<file path="src/rtl/arb_pkg.sv">
// Shared types and sizes for the 16-way round-robin arbiter.
// Latency: n/a (declarations only).
// Backpressure: n/a (declarations only).
package arb_pkg;

    typedef enum logic {IDLE, GRANT} arb_state_t;

    localparam int NREQ = 16;
    localparam int IDW  = 4;

endpackage

</file>
<file path="src/rtl/pri_enc16_lsb.sv">
// Lowest-index-wins priority encoder over 16 request lines.
// Latency: combinational, zero cycles.
// Backpressure: none; Dout is 0 and any is low when Din is empty.
module pri_enc16_lsb
    import arb_pkg::*;
(
    input  logic [NREQ-1:0] Din,
    output logic [IDW-1:0]  Dout,
    output logic            any
);

    // Scan from the top so the lowest set bit is the last one written.
    always_comb begin
        Dout = '0;
        any  = |Din;
        for (int i = NREQ - 1; i >= 0; i--) begin
            if (Din[i]) begin
                Dout = IDW'(i);
            end
        end
    end

endmodule

</file>
<file path="src/rtl/rr_arbiter16.sv">
// Round-robin arbiter sharing one resource between 16 clients, with grant hold and watchdog.
// Latency: grant registered 1 cycle after req is sampled; at least 1 idle cycle between grants.
// Backpressure: none; grant is held until done, owner drops req, or MAX_HOLD cycles elapse.
module rr_arbiter16
    import arb_pkg::*;
#(
    parameter int MAX_HOLD = 64,
    parameter int CNT_W    = 16
)
(
    input  logic            clk,
    input  logic            rst_n,
    input  logic            En,
    input  logic [NREQ-1:0] req,
    input  logic            done,
    output logic [NREQ-1:0] grant,
    output logic [IDW-1:0]  grant_id,
    output logic            grant_valid,
    output logic            timeout
);

    arb_state_t        state;
    logic [IDW-1:0]    ptr;
    logic [CNT_W-1:0]  hold_cnt;

    logic [NREQ-1:0]   masked;
    logic [IDW-1:0]    masked_id;
    logic [IDW-1:0]    raw_id;
    logic              masked_any;
    logic              raw_any;
    logic [IDW-1:0]    winner;
    logic              expire;
    logic              abandon;
    logic              release_now;

    // Requests at or above the pointer get first pick; otherwise wrap to the raw vector.
    always_comb begin
        masked = req & (16'hFFFF << ptr);
    end

    pri_enc16_lsb u_enc_masked (
        .Din  (masked),
        .Dout (masked_id),
        .any  (masked_any)
    );

    pri_enc16_lsb u_enc_raw (
        .Din  (req),
        .Dout (raw_id),
        .any  (raw_any)
    );

    // Winner selection and the three release causes for the current owner.
    always_comb begin
        winner      = masked_any ? masked_id : raw_id;
        expire      = (hold_cnt == CNT_W'(MAX_HOLD - 1));
        abandon     = ~req[grant_id];
        release_now = done | abandon | expire;
    end

    // Two-state FSM; every output is a register so grant_id can drive a mux directly.
    always_ff @(posedge clk or negedge rst_n) begin
        if (!rst_n) begin
            state       <= IDLE;
            ptr         <= '0;
            hold_cnt    <= '0;
            grant       <= '0;
            grant_id    <= '0;
            grant_valid <= 1'b0;
            timeout     <= 1'b0;
        end else begin
            timeout <= 1'b0;
            case (state)
                IDLE: begin
                    if (En && raw_any) begin
                        state       <= GRANT;
                        grant       <= NREQ'(1) << winner;
                        grant_id    <= winner;
                        grant_valid <= 1'b1;
                        hold_cnt    <= '0;
                    end
                end
                GRANT: begin
                    if (release_now) begin
                        state       <= IDLE;
                        grant       <= '0;
                        grant_id    <= '0;
                        grant_valid <= 1'b0;
                        hold_cnt    <= '0;
                        ptr         <= grant_id + 1'b1;
                        // A watchdog pulse only when expiry alone ended the grant.
                        timeout     <= expire & ~done & ~abandon;
                    end else begin
                        hold_cnt <= hold_cnt + 1'b1;
                    end
                end
                default: begin
                    state <= IDLE;
                end
            endcase
        end
    end

endmodule

</file>
<file path="config.mk">
export PLATFORM = sky130hd
export DESIGN_NAME = rr_arbiter16
export DESIGN_NICKNAME = d
export VERILOG_FILES = /design/src/rtl/arb_pkg.sv /design/src/rtl/pri_enc16_lsb.sv /design/src/rtl/rr_arbiter16.sv
export SDC_FILE = /design/constraint.sdc
export NUM_CORES = 1
export LEC_CHECK = 0
export BUFFER_PORTS_ARGS = -buffer_cell sky130_fd_sc_hd__buf_2
export CAP_MARGIN = 20
export CELL_PAD_IN_SITES_DETAIL_PLACEMENT = 0
export CELL_PAD_IN_SITES_GLOBAL_PLACEMENT = 1
export CORE_MARGIN = 2
export CORE_UTILIZATION = 41
export CTS_BUF_LIST = sky130_fd_sc_hd__clkbuf_8
export DETAILED_ROUTE_END_ITERATION = 16
export GPL_ROUTABILITY_DRIVEN = 1
export GPL_TIMING_DRIVEN = 0
export PLACE_DENSITY = 0.79
export SYNTH_ARGS = -nofsm -noshare
export SYNTH_HDL_FRONTEND = slang
export SYNTH_SLANG_ARGS = --single-unit
</file>
<file path="constraint.sdc">
create_clock -name clk -period 2.3 [get_ports clk]
set_input_delay 0.345 -clock clk [delete_from_list [all_inputs] [get_ports clk]]
set_output_delay 0.345 -clock clk [all_outputs]
set_load 0.01 [all_outputs]
</file>
==> summary.txt, run 1 <==
Run status
  • Status: finished, violations left
  • Failing checks: negative setup slack

Worst setup path
  • R2r setup slk: -0.05 ns
  • Crit. End Element: flip-flop
  • Max stage delay on crit path: 0.53 ns
  • Crit Path Category: flip-flop to flip-flop
  • WP buf/inv: 2
  • Arrival time at the worst endpoint: 2.53 ns
  • Worst Reg2Reg Path Length in Cells: 9
  • Crit-path max FO: 5
  • Reg-to-Reg Start: grant_id[0]
  • CP max stage cell: mux4_2
  • Required @ worst endpoint: 2.48 ns
  • Critical Path Source Type: flip-flop
  • Most numerous cell on the critical path: mux4_2
  • FF-to-FF End: hold_cnt[3]
  • CP Cell Sequence: buf_6 -> mux4_2 -> mux4_2 -> nor2b_4 -> and3_4 -> buf_8 -> a21oi_2 -> nand2b_1 -> o31ai_1
  • Worst path top cell family by delay: multiplexers

Final layout
  • Layout cells sized above 1: 0.3407
  • Final nets: 382
  • Antenna Cells: 0
  • Fin util: 0.5356
  • Layout area overhead: 24.73%

Global routing
  • Total global routing overflow: 0
  • Total track usage: 0.2152
  • First-pass GRT wire length: 12,790 microns
  • Initial antenna violation count: 0
  • Largest net degree at the start of global routing: 44
  • Vias in the first global route: 2,538

Yosys
  • Ys flop type: dfrtp_1
  • Cells after Synth: 297
  • Synth Warn #: 0
  • Mapped Nets: 319
  • Flops & latches, synth: 43
  • Seq/Total Area, Yosys: 0.3902
  • Syn avg cell area: 9.285 sq um
  • Post-synth EDFFs: 0
  • Synthesized cell area: 2758 sq um
  • Yosys cell types: 62
  • Post-synth ARST share: 1.000

Clocking
  • Clock Latency Late Sink: 0.30 ns
  • Root cell of the clock tree: clkbuf_8
  • H-Tree Depth: 2
  • TritonCTS Buffers: 5
  • CTS tree: done
  • Longest Clk Path Bufs: 2
  • Reg clk slew, reported paths: 0.09 ns
  • CTS sink cnt: 43

Detailed routing
  • Vias per cell: 6.137
  • Drt pass-1 iters: 5
  • DRT iter0 DRCs: 208
  • DRC: 0
  • Detail Route Antenna Nets: 0
  • Via Count: 2,688
  • Wirelength, routed: 7657 microns
  • Routed len/inst: 17.48 microns

Place
  • DP Wirelength: 5318 microns
  • Dpl ws: -0.2915 ns
  • Buffers on Ports: 41
  • GP Congestion: 0.9193

Hold path
  • Hold path startpoint: done
  • Hold Path Depth: 4
  • Hold Path Class: input port to flip-flop
  • Hold EP: state

Timing
  • Least-Margin Pin Slew: 0.6243 ns
  • Tcrit/Tclk final: 1.022
  • Final Skew: 0.006613 ns
  • Fmax: 425.6 MHz
  • Final setup margin: -0.04973 ns
  • Final Critical Period: 2.350 ns
  • RSZ-0062 raised after global routing: yes
  • Setup-failing EPs final: 24
  • Fin. max-slew vios: 0
  • Slew HR: 0.5816
  • Setup tns final: -0.8147 ns
  • Fin. Hold Viols: 0

Floorplanning
  • Initial Util: 0.4294
  • Io pins: 42
  • Core area: 6422 sq um
  • Die Wd: 86.01 microns
  • Die area: 7398 sq um
  • Die Y-Extent: 86.01 microns
  • # rows: 29

Pwr
  • Worst vdd ir: 0.0004062 V
  • Total power: 0.003100 W
  • Flop pwr share: 0.321
  • Net Sw Frac: 0.4126
  • Gate power share: 0.526
  • P_sw: 0.001279 W
  • LEAKAGE: 1.562 nW
  • Power per cell area: 901.4 nW/um^2
  • P_int: 0.001821 W
  • Clk network pwr share: 0.153

Run
  • Max cap viols: 0
## per-layer routing
metal / vias up / wire (microns) / part of all wire / track usage
met5: - / 0 / 0 / 0
met2: 112 / 3388 / 0.44 / 0.3150
met1: 1312 / 3673 / 0.48 / 0.3342
met3: 6 / 544 / 0.071 / 0.03272
met4: 0 / 50 / 0.0065 / 0.04906
li1: 1258 / - / - / -
## power by group through the flow
stage | Combinational [W] | Sequential [W] | Clock (W)
after floorplan | 0.000945 | 0.00101 | 0
after global placement | 0.00134 | 0.00101 | 0
after detailed placement | 0.00137 | 0.00101 | 0
after CTS | 0.00154 | 0.000992 | 0.000485
after global routing | 0.00177 | 0.00102 | 0.000517
final | 0.00163 | 0.000997 | 0.000473
## worst max path at each step
stage / startpoint / endpoint / slack (ns) / depth (start not counted)
CTS: grant_id[0] / hold_cnt[3] / -0.05 / 9
finish: grant_id[0] / hold_cnt[3] / -0.05 / 9
global route: ptr[0] / grant[6] / -0.15 / 8
detailed placement: ptr[0] / grant[10] / -0.29 / 9
floorplan: grant_id[0] / hold_cnt[3] / 0.002 / 9
global placement: ptr[0] / grant[10] / -0.27 / 9
## cell usage in the layout (no fill, tap or decap), types with 3 or more instances in the layout
master    count
dfrtp_1      42
buf_6         5
buf_4        15
nand3_1      10
and3_1        4
and3_2        3
clkbuf_8      5
buf_2        43
mux4_2        5
o21ai_2       6
o21ai_1      16
inv_1         7
nor2_1       29
nand2_1      27
nor2_2        3
a21boi_0      3
nand4_1       3
nor4_1        4
o21a_1        4
a22o_1        3
nor3_1        4
nand2_2       7
or4_1         4
a32o_1       15
o31ai_1       4
a21oi_1      10
nand2b_1      5
xor2_1        3
o21ai_0      13
## cell type report
| class | instances | area (sq um) |
|---|---|---|
| plain buffers | 14 | 142.6 |
| multi-input cells | 233 | 1643 |
| inverters | 6 | 22.52 |
| clock buffers | 5 | 68.82 |
| repair buffers | 57 | 372.9 |
| fillers | 622 | 2983 |
| well taps | 77 | 96.34 |
| clock inverters | 3 | 16.27 |
| flip-flops and latches | 43 | 1077 |
## tightest hold or removal path, cell delays in order
cell and delay, ns:
buf_2 0.10, nor2b_4 0.05, nand2_1 0.08, a21oi_1 0.07
## cell usage after synthesis, types with 4 or more instances
master,n,area [sq um]
mux4_1,4,105.1
nor3_1,6,30.03
o31ai_1,6,45.04
and3_1,5,31.28
o21ai_1,4,20.02
nand2b_1,5,31.28
nor4_1,6,37.54
inv_1,6,22.52
buf_2,6,30.03
or4_1,4,30.03
nand2_1,33,123.9
buf_6,4,45.04
nand3_1,11,55.05
nor2_1,32,120.1
o21a_1,4,30.03
a32o_1,16,160.2
o21ai_0,31,155.2
a21oi_1,11,55.05
dfrtp_1,43,1076
## through the flow
step	hold WS (ns)	cell area [sq um]	instances
5_1_grt	0.4096	3440	438
3_5_place_dp	0.4757	3044	415
2_1_floorplan	0.04941	2743	297
6_report	0.3867	3440	438
4_1_cts	0.2386	3278	430
3_3_place_gp	0.4793	3044	415
## cells by family (layout without fill, tap and decap cells)
logic type      Yosys count  in the layout  share of synthesized area
simple gates            125            125                     0.2387
flops                    43             43                     0.3902
mux                       6              6                    0.05036
compound gates           96             96                     0.2427
fa+ha+maj                 2              2                   0.009073
xor+xnor                  4              4                    0.01271
buf+inv                  21             85                    0.05626
## registers in the layout, indices dropped and copies added (netlist names)
register / count
grant: 16
hold_cnt: 16
grant_id: 4
ptr: 4
grant_valid: 1
state: 1
timeout: 1
## timing repair
action	4_1_cts	5_1_grt
endpoints found under the hold margin	0	14
setup endpoints to repair	29	41
gates resized for setup	23	35
hold buffers	0	1
setup buffers	7	5
cloned	1	1
pin swaps	4	7
(Power assumes the default switching activity.)
==> inputs of run 2 (changes only) <==
- RECOVER_POWER: unset -> 50
==> run 2 against run 1 <==
The flow still finishes with violations (negative setup slack); worst setup slack got worse by 0.0047 ns; highest routed layer unchanged; via count is 0.26% lower; clock skew rose by 0.00059 ns; utilization down 0.25 points; design area is 0.47% lower.
==> summary.txt, run 2 (same netlist as run 1, synthesis figures left out) <==
Run status
  • Status: finished, violations left (unchanged)
  • Failing checks: negative setup slack (unchanged)

Pwr
  • Net Sw Frac: 0.4136 (was 0.4126)
  • Worst vdd ir: 0.0004063 V (was 0.0004062 V)
  • Clk network pwr share: 0.153 (about the same)
  • Gate power share: 0.525 (was 0.526)
  • Flop pwr share: 0.322 (was 0.321)
  • Power per cell area: 905.7 nW/um^2 (was 901.4 nW/um^2)
  • P_sw: 0.001283 W (was 0.001279 W)
  • P_int: 0.001818 W (was 0.001821 W)
  • LEAKAGE: 1.554 nW (was 1.562 nW)

Timing
  • Tcrit/Tclk final: 1.024 (was 1.022)
  • Least-Margin Pin Slew: 0.8030 ns (was 0.6243 ns)
  • Setup-failing EPs final: 25 (was 24)
  • Fmax: 424.7 MHz (was 425.6 MHz)
  • Fin. max-slew vios: 0 (unchanged)
  • Fin. Hold Viols: 0 (unchanged)
  • RSZ-0062 raised after global routing: yes (unchanged)
  • Slew HR: 0.4647 (was 0.5816)
  • Final hold slack: 0.3870 ns (was 0.3867 ns)
  • Final Critical Period: 2.354 ns (was 2.350 ns)
  • Final setup margin: -0.05445 ns (was -0.04973 ns)
  • Final Skew: 0.007203 ns (was 0.006613 ns)

Floorplanning
  • Die area: 7398 sq um (unchanged)
  • Initial Util: 0.4294 (unchanged)
  • Io pins: 42 (unchanged)
  • Core area: 6422 sq um (unchanged)
  • Die Y-Extent: 86.01 microns (unchanged)
  • # rows: 29 (unchanged)
  • Die Wd: 86.01 microns (unchanged)

Place
  • GP Congestion: 0.9193 (unchanged)
  • Placed inst area: 3044 sq um (unchanged)
  • DP Wirelength: 5318 microns (unchanged)
  • Placed insts: 415 (unchanged)
  • Buffers on Ports: 41 (unchanged)

Global routing
  • Total global routing overflow: 0 (unchanged)
  • Initial antenna violation count: 0 (unchanged)
  • Largest net degree at the start of global routing: 44 (unchanged)
  • Vias in the first global route: 2,538 (unchanged)
  • Total track usage: 0.2152 (unchanged)
  • First-pass GRT wire length: 12,790 microns (unchanged)

Final layout
  • Largest regs: grant: 16 flops, hold_cnt: 16 flops (unchanged)
  • Post-route cell area: 3423 sq um (was 3440 sq um)
  • Fin util: 0.5330 (was 0.5356)
  • Seq. cell area: 1077 sq um (unchanged)
  • Layout cells sized above 1: 0.3380 (was 0.3407)
  • Most frequent cells in the layout: buf_2 (42), dfrtp_1 (42), nor2_1 (29), nand2_1 (27), o21ai_1 (16) (was buf_2 (43), dfrtp_1 (42), nor2_1 (29), nand2_1 (27), o21ai_1 (16))
  • Fillers: 624 (was 622)
  • Multi-input gate area: 1643 sq um (unchanged)
  • Layout area overhead: 24.14% (was 24.73%)
  • Antenna Cells: 0 (unchanged)
  • Non-Filler Instances: 438 (unchanged)
  • Final nets: 382 (unchanged)

Detailed routing
  • Drt pass-1 iters: 5 (unchanged)
  • Wirelength, routed: 7687 microns (was 7657 microns)
  • DRC: 0 (unchanged)
  • Routed len/inst: 17.55 microns (was 17.48 microns)
  • Via Count: 2,681 (was 2,688)
  • Vias per cell: 6.121 (was 6.137)
  • DRT iter0 DRCs: 200 (was 208)
  • Detail Route Antenna Nets: 0 (unchanged)

Worst setup path
  • Worst Reg2Reg Path Length in Cells: 9 (unchanged)
  • Most numerous cell on the critical path: mux4_2 (unchanged)
  • CP Launch Point: grant_id[0] (unchanged)
  • CP max stage cell: mux4_2 (unchanged)
  • Crit Path Category: flip-flop to flip-flop (unchanged)
  • Max stage delay on crit path: 0.53 ns (about the same)
  • R2r setup slk: -0.05 ns (about the same)
  • Crit-path max FO: 5 (unchanged)
  • Critical Path Source Type: flip-flop (unchanged)
  • Crit. End Element: flip-flop (unchanged)
  • WP buf/inv: 2 (unchanged)
  • CP Cell Sequence: buf_6 -> mux4_2 -> mux4_2 -> nor2b_4 -> and3_4 -> buf_8 -> a21oi_2 -> nand2b_1 -> o31ai_1 (unchanged)
  • Stages on worst setup path: 9 (unchanged)
  • Reg-to-Reg Start: grant_id[0] (unchanged)
  • Required @ worst endpoint: 2.48 ns (about the same)
  • Worst path top cell family by delay: multiplexers (unchanged)
  • Worst setup endpoint: hold_cnt[3] (unchanged)
  • Arrival time at the worst endpoint: 2.53 ns (about the same)
  • FF-to-FF End: hold_cnt[3] (unchanged)

Clocking
  • TritonCTS Buffers: 5 (unchanged)
  • CTS sink cnt: 43 (unchanged)
  • Longest Clk Path Bufs: 2 (unchanged)
  • Root cell of the clock tree: clkbuf_8 (unchanged)
  • H-Tree Depth: 2 (unchanged)
  • Clock Latency Late Sink: 0.30 ns (about the same)
  • Reg clk slew, reported paths: 0.09 ns (about the same)
  • CTS tree: done (unchanged)

Hold path
  • Hold Path Class: input port to flip-flop (unchanged)

Run
  • Max cap viols: 0 (unchanged)
-- run 2: changes by cell type in the layout (fill, tap and decap cells not counted) --
cell	change
buf_2	-1
clkbuf_1	+1
clkbuf_2	+1
buf_12	-1
-- run 2: power groups by stage --
stage          Combinational (W)  Clock (W)  Sequential (W)
2_1_floorplan           0.000945          0         0.00101
3_3_place_gp             0.00134          0         0.00101
5_1_grt                  0.00177   0.000517         0.00102
4_1_cts                  0.00154   0.000485        0.000992
6_report                 0.00163   0.000474        0.000998
3_5_place_dp             0.00137          0         0.00101
-- run 2: area by class of cell --
cell class              count  area share
multi-input cells         233      0.4799
flip-flops and latches     43      0.3147
repair buffers             57      0.1042
plain buffers              14     0.04167
well taps                  77     0.02814
clock buffers               5     0.02010
inverters                   6    0.006579
clock inverters             3    0.004751
-- run 2: through the flow --
| step | power (W) | setup slack, ns | setup TNS [ns] |
|---|---|---|---|
| after floorplan | 0.001952 | 0.001843 | 0 |
| after global placement | 0.002354 | -0.2701 | -6.157 |
| after detailed placement | 0.002375 | -0.2915 | -7.220 |
| after CTS | 0.003016 | -0.05299 | -0.9559 |
| after global routing | 0.003303 | -0.1500 | -3.257 |
| final | 0.003100 | -0.05445 | -0.9299 |
-- run 2: worst reg2reg max path, cell delays in order (launching register included) --
cell	delay, ns
dfrtp_1	0.38
buf_6	0.14
mux4_2	0.53
mux4_2	0.47
nor2b_4	0.16
and3_4	0.17
buf_8	0.13
a21oi_2	0.09
nand2b_1	0.10
o31ai_1	0.06
-- run 2: how the worst min path moves through the flow --
stage	start	to	slack, ns	cells after the start
after global placement	grant[14]	grant[14]	0.48	1
final	done	state	0.39	4
after floorplan	rst_n	grant[0]	0.05	0
after global routing	done	state	0.41	4
after detailed placement	grant[7]	grant[7]	0.48	1
after CTS	rst_n	hold_cnt[15]	0.24	1
-- run 2: metal layers --
metal,vias to the layer above,track usage,part of all wire
met3,6,0.03272,0.073
li1,1257,-,-
met5,-,0,0
met4,0,0.04906,0.0065
met2,110,0.3150,0.44
met1,1308,0.3342,0.48
-- run 2: what timing repair did --
action                     CTS  global route
gates cloned                 1             1
setup buffers                7             5
hold buffers                 0             1
hold endpoints to repair     0            14
gates resized for setup     23            35
pin swaps                    4             7
setup endpoints to repair   29            41
==> inputs of run 3 (changes only) <==
- SKIP_CTS_REPAIR_TIMING: unset -> 1
- SLEW_MARGIN: unset -> 5
- TNS_END_PERCENT: unset -> 50
==> run 3 against run 2 <==
The run still ends with negative setup slack left; register-to-register slack lost 0.07 ns; sequential share of layout area increased by 0.60 points; clock-buffer cell count unchanged; critical path depth unchanged; non-clock buffer count is 5 lower; power down 2.5%; clock skew is 0.0020 ns lower; worst setup slack lost 0.073 ns; combinational power fell by 5%; hold slack gained 0.038 ns; largest power group unchanged.
==> summary.txt, run 3 (same netlist as run 1, synthesis figures left out) <==
Hold path
  • Hold Path Class: input port to flip-flop (unchanged)
  • Hold EP: timeout (was state)
  • Hold Path Depth: 3 (was 4)
  • Hold path startpoint: done (unchanged)

Worst setup path
  • Worst Reg2Reg Path Length in Cells: 9 (unchanged)
  • Crit. End Element: flip-flop (unchanged)
  • Crit-path max FO: 9 (was 5)
  • Required @ worst endpoint: 2.48 ns (about the same)
  • Critical Path Source Type: flip-flop (unchanged)
  • R2r setup slk: -0.13 ns (was -0.05 ns)
  • Crit Path Category: flip-flop to flip-flop (unchanged)
  • Arrival time at the worst endpoint: 2.60 ns (was 2.53 ns)
  • Reg-to-Reg Start: grant_id[0] (unchanged)
  • FF-to-FF End: hold_cnt[3] (unchanged)

Final layout
  • Layout area overhead: 21.82% (was 24.14%)
  • Leading cell type in the layout, fill and taps excluded: buf_2
  • Layout cells sized above 1: 0.3090 (was 0.3380)
  • Antenna Cells: 0 (unchanged)
  • Fin util: 0.5231 (was 0.5330)
  • Largest regs: grant: 16 flops, hold_cnt: 16 flops (unchanged)
  • Most frequent cells in the layout: buf_2 (43), dfrtp_1 (42), nor2_1 (30), nand2_1 (30), o21ai_1 (20) (was buf_2 (42), dfrtp_1 (42), nor2_1 (29), nand2_1 (27), o21ai_1 (16))
  • Final nets: 377 (was 382)

Pwr
  • LEAKAGE: 1.521 nW (was 1.554 nW)
  • Net Sw Frac: 0.4211 (was 0.4136)
  • P_int: 0.001750 W (was 0.001818 W)
  • Gate power share: 0.514 (was 0.525)
  • P_sw: 0.001273 W (was 0.001283 W)
  • Clk network pwr share: 0.156 (was 0.153)
  • Flop pwr share: 0.330 (was 0.322)
  • Worst vdd ir: 0.0004068 V (was 0.0004063 V)
  • Power per cell area: 899.8 nW/um^2 (was 905.7 nW/um^2)

Timing
  • Fin. Hold Viols: 0 (unchanged)
  • Slew HR: 0.4854 (was 0.4647)
  • Fmax: 411.9 MHz (was 424.7 MHz)
  • Final hold slack: 0.4254 ns (was 0.3870 ns)
  • Final Critical Period: 2.428 ns (was 2.354 ns)
  • RSZ-0062 raised after global routing: yes (unchanged)
  • Final Skew: 0.005155 ns (was 0.007203 ns)
  • Tcrit/Tclk final: 1.056 (was 1.024)
  • Least-Margin Pin Slew: 0.7718 ns (was 0.8030 ns)
  • Final setup margin: -0.1279 ns (was -0.05445 ns)
  • Fin. max-slew vios: 0 (unchanged)
  • Setup-failing EPs final: 27 (was 25)

Global routing
  • Vias in the first global route: 2,446 (was 2,538)
  • Total global routing overflow: 0 (unchanged)
  • First-pass GRT wire length: 12,300 microns (was 12,790 microns)
  • Total track usage: 0.2067 (was 0.2152)
  • Largest net degree at the start of global routing: 44 (unchanged)
  • Initial antenna violation count: 0 (unchanged)

Place
  • Buffers on Ports: 41 (unchanged)
  • GP Congestion: 0.9193 (unchanged)
  • DP Wirelength: 5318 microns (unchanged)

Clocking
  • Clock Latency Late Sink: 0.29 ns (was 0.30 ns)
  • TritonCTS Buffers: 5 (unchanged)
  • Root cell of the clock tree: clkbuf_8 (unchanged)
  • H-Tree Depth: 2 (unchanged)
  • CTS tree: done (unchanged)
  • Reg clk slew, reported paths: 0.08 ns (was 0.09 ns)
  • CTS sink cnt: 43 (unchanged)
  • Longest Clk Path Bufs: 2 (unchanged)

Detailed routing
  • Via Count: 2,660 (was 2,681)
  • Detail Route Antenna Nets: 0 (unchanged)
  • DRT iter0 DRCs: 204 (was 200)
  • Wirelength, routed: 7630 microns (was 7687 microns)
  • Routed len/inst: 17.62 microns (was 17.55 microns)
  • DRC: 0 (unchanged)
  • Vias per cell: 6.143 (was 6.121)
  • Drt pass-1 iters: 4 (was 5)

Floorplanning
  • # rows: 29 (unchanged)
  • Initial Util: 0.4294 (unchanged)
  • Die Y-Extent: 86.01 microns (unchanged)
  • Core area: 6422 sq um (unchanged)
  • Io pins: 42 (unchanged)
  • Die Wd: 86.01 microns (unchanged)
  • Die area: 7398 sq um (unchanged)

Run status
  • Failing checks: negative setup slack (unchanged)
  • Status: finished, violations left (unchanged)

Run
  • Max cap viols: 0 (unchanged)
==> run 3: cell types whose count changed in the layout (fill, tap and decap cells not counted), sizes merged <==
cell / delta
buf: -6
clkbuf: +2
bufbuf: -1
==> run 3: area by class of cell <==
type	instances	area, sq um
Fill cell	632	3063
Multi-Input combinational cell	233	1644
Sequential cell	43	1077
Timing Repair Buffer	52	294.0
Buffer	14	140.1
Tap cell	77	96.34
Clock buffer	5	68.82
Inverter	6	22.52
Clock inverter	3	16.27
==> run 3: per-layer routing <==
| metal | wire [microns] | track usage | part of all wire | vias up |
|---|---|---|---|---|
| met5 | 0 | 0 | 0 | - |
| met4 | 36 | 0.04185 | 0.0047 | 0 |
| met3 | 477 | 0.03754 | 0.063 | 4 |
| met2 | 3349 | 0.3009 | 0.44 | 98 |
| met1 | 3765 | 0.3207 | 0.49 | 1315 |
| li1 | - | - | - | 1243 |
==> run 3: worst max-delay path, cell delays in order, from the launching register on <==
cell	delay, ns
dfrtp_1	0.39
buf_6	0.16
mux4_2	0.54
mux4_2	0.47
nor2b_4	0.16
and3_4	0.16
buf_8	0.13
a21oi_2	0.11
nand2b_4	0.13
o31ai_2	0.05
==> run 3: through the flow <==
| stage | TNS [ns] | instance area (sq um) | cells | power (W) | worst slack (ns) |
|---|---|---|---|---|---|
| 2_1_floorplan | 0 | 2743 | 297 | 0.001952 | 0.001843 |
| 3_3_place_gp | -6.157 | 3044 | 415 | 0.002354 | -0.2701 |
| 3_5_place_dp | -7.220 | 3044 | 415 | 0.002375 | -0.2915 |
| 4_1_cts | -5.200 | 3129 | 423 | 0.002842 | -0.3001 |
| 5_1_grt | -4.770 | 3359 | 433 | 0.003230 | -0.2210 |
| 6_report | -1.782 | 3359 | 433 | 0.003023 | -0.1279 |
==> run 3: power by group through the flow <==
stage               Combinational [W]  Sequential, W  Clock (W)
global route                  0.00169        0.00102   0.000519
floorplan                    0.000945        0.00101          0
finish                        0.00155       0.000997   0.000471
CTS                           0.00136       0.000992   0.000485
global placement              0.00134        0.00101          0
detailed placement            0.00137        0.00101          0
==> run 3: how the worst max path moves through the flow <==
stage	end	from	slack [ns]
6_report	hold_cnt[3]	grant_id[0]	-0.13
5_1_grt	hold_cnt[3]	grant_id[0]	-0.22
4_1_cts	grant[10]	ptr[0]	-0.30
3_5_place_dp	grant[10]	ptr[0]	-0.29
3_3_place_gp	grant[10]	ptr[0]	-0.27
2_1_floorplan	hold_cnt[3]	grant_id[0]	0.002
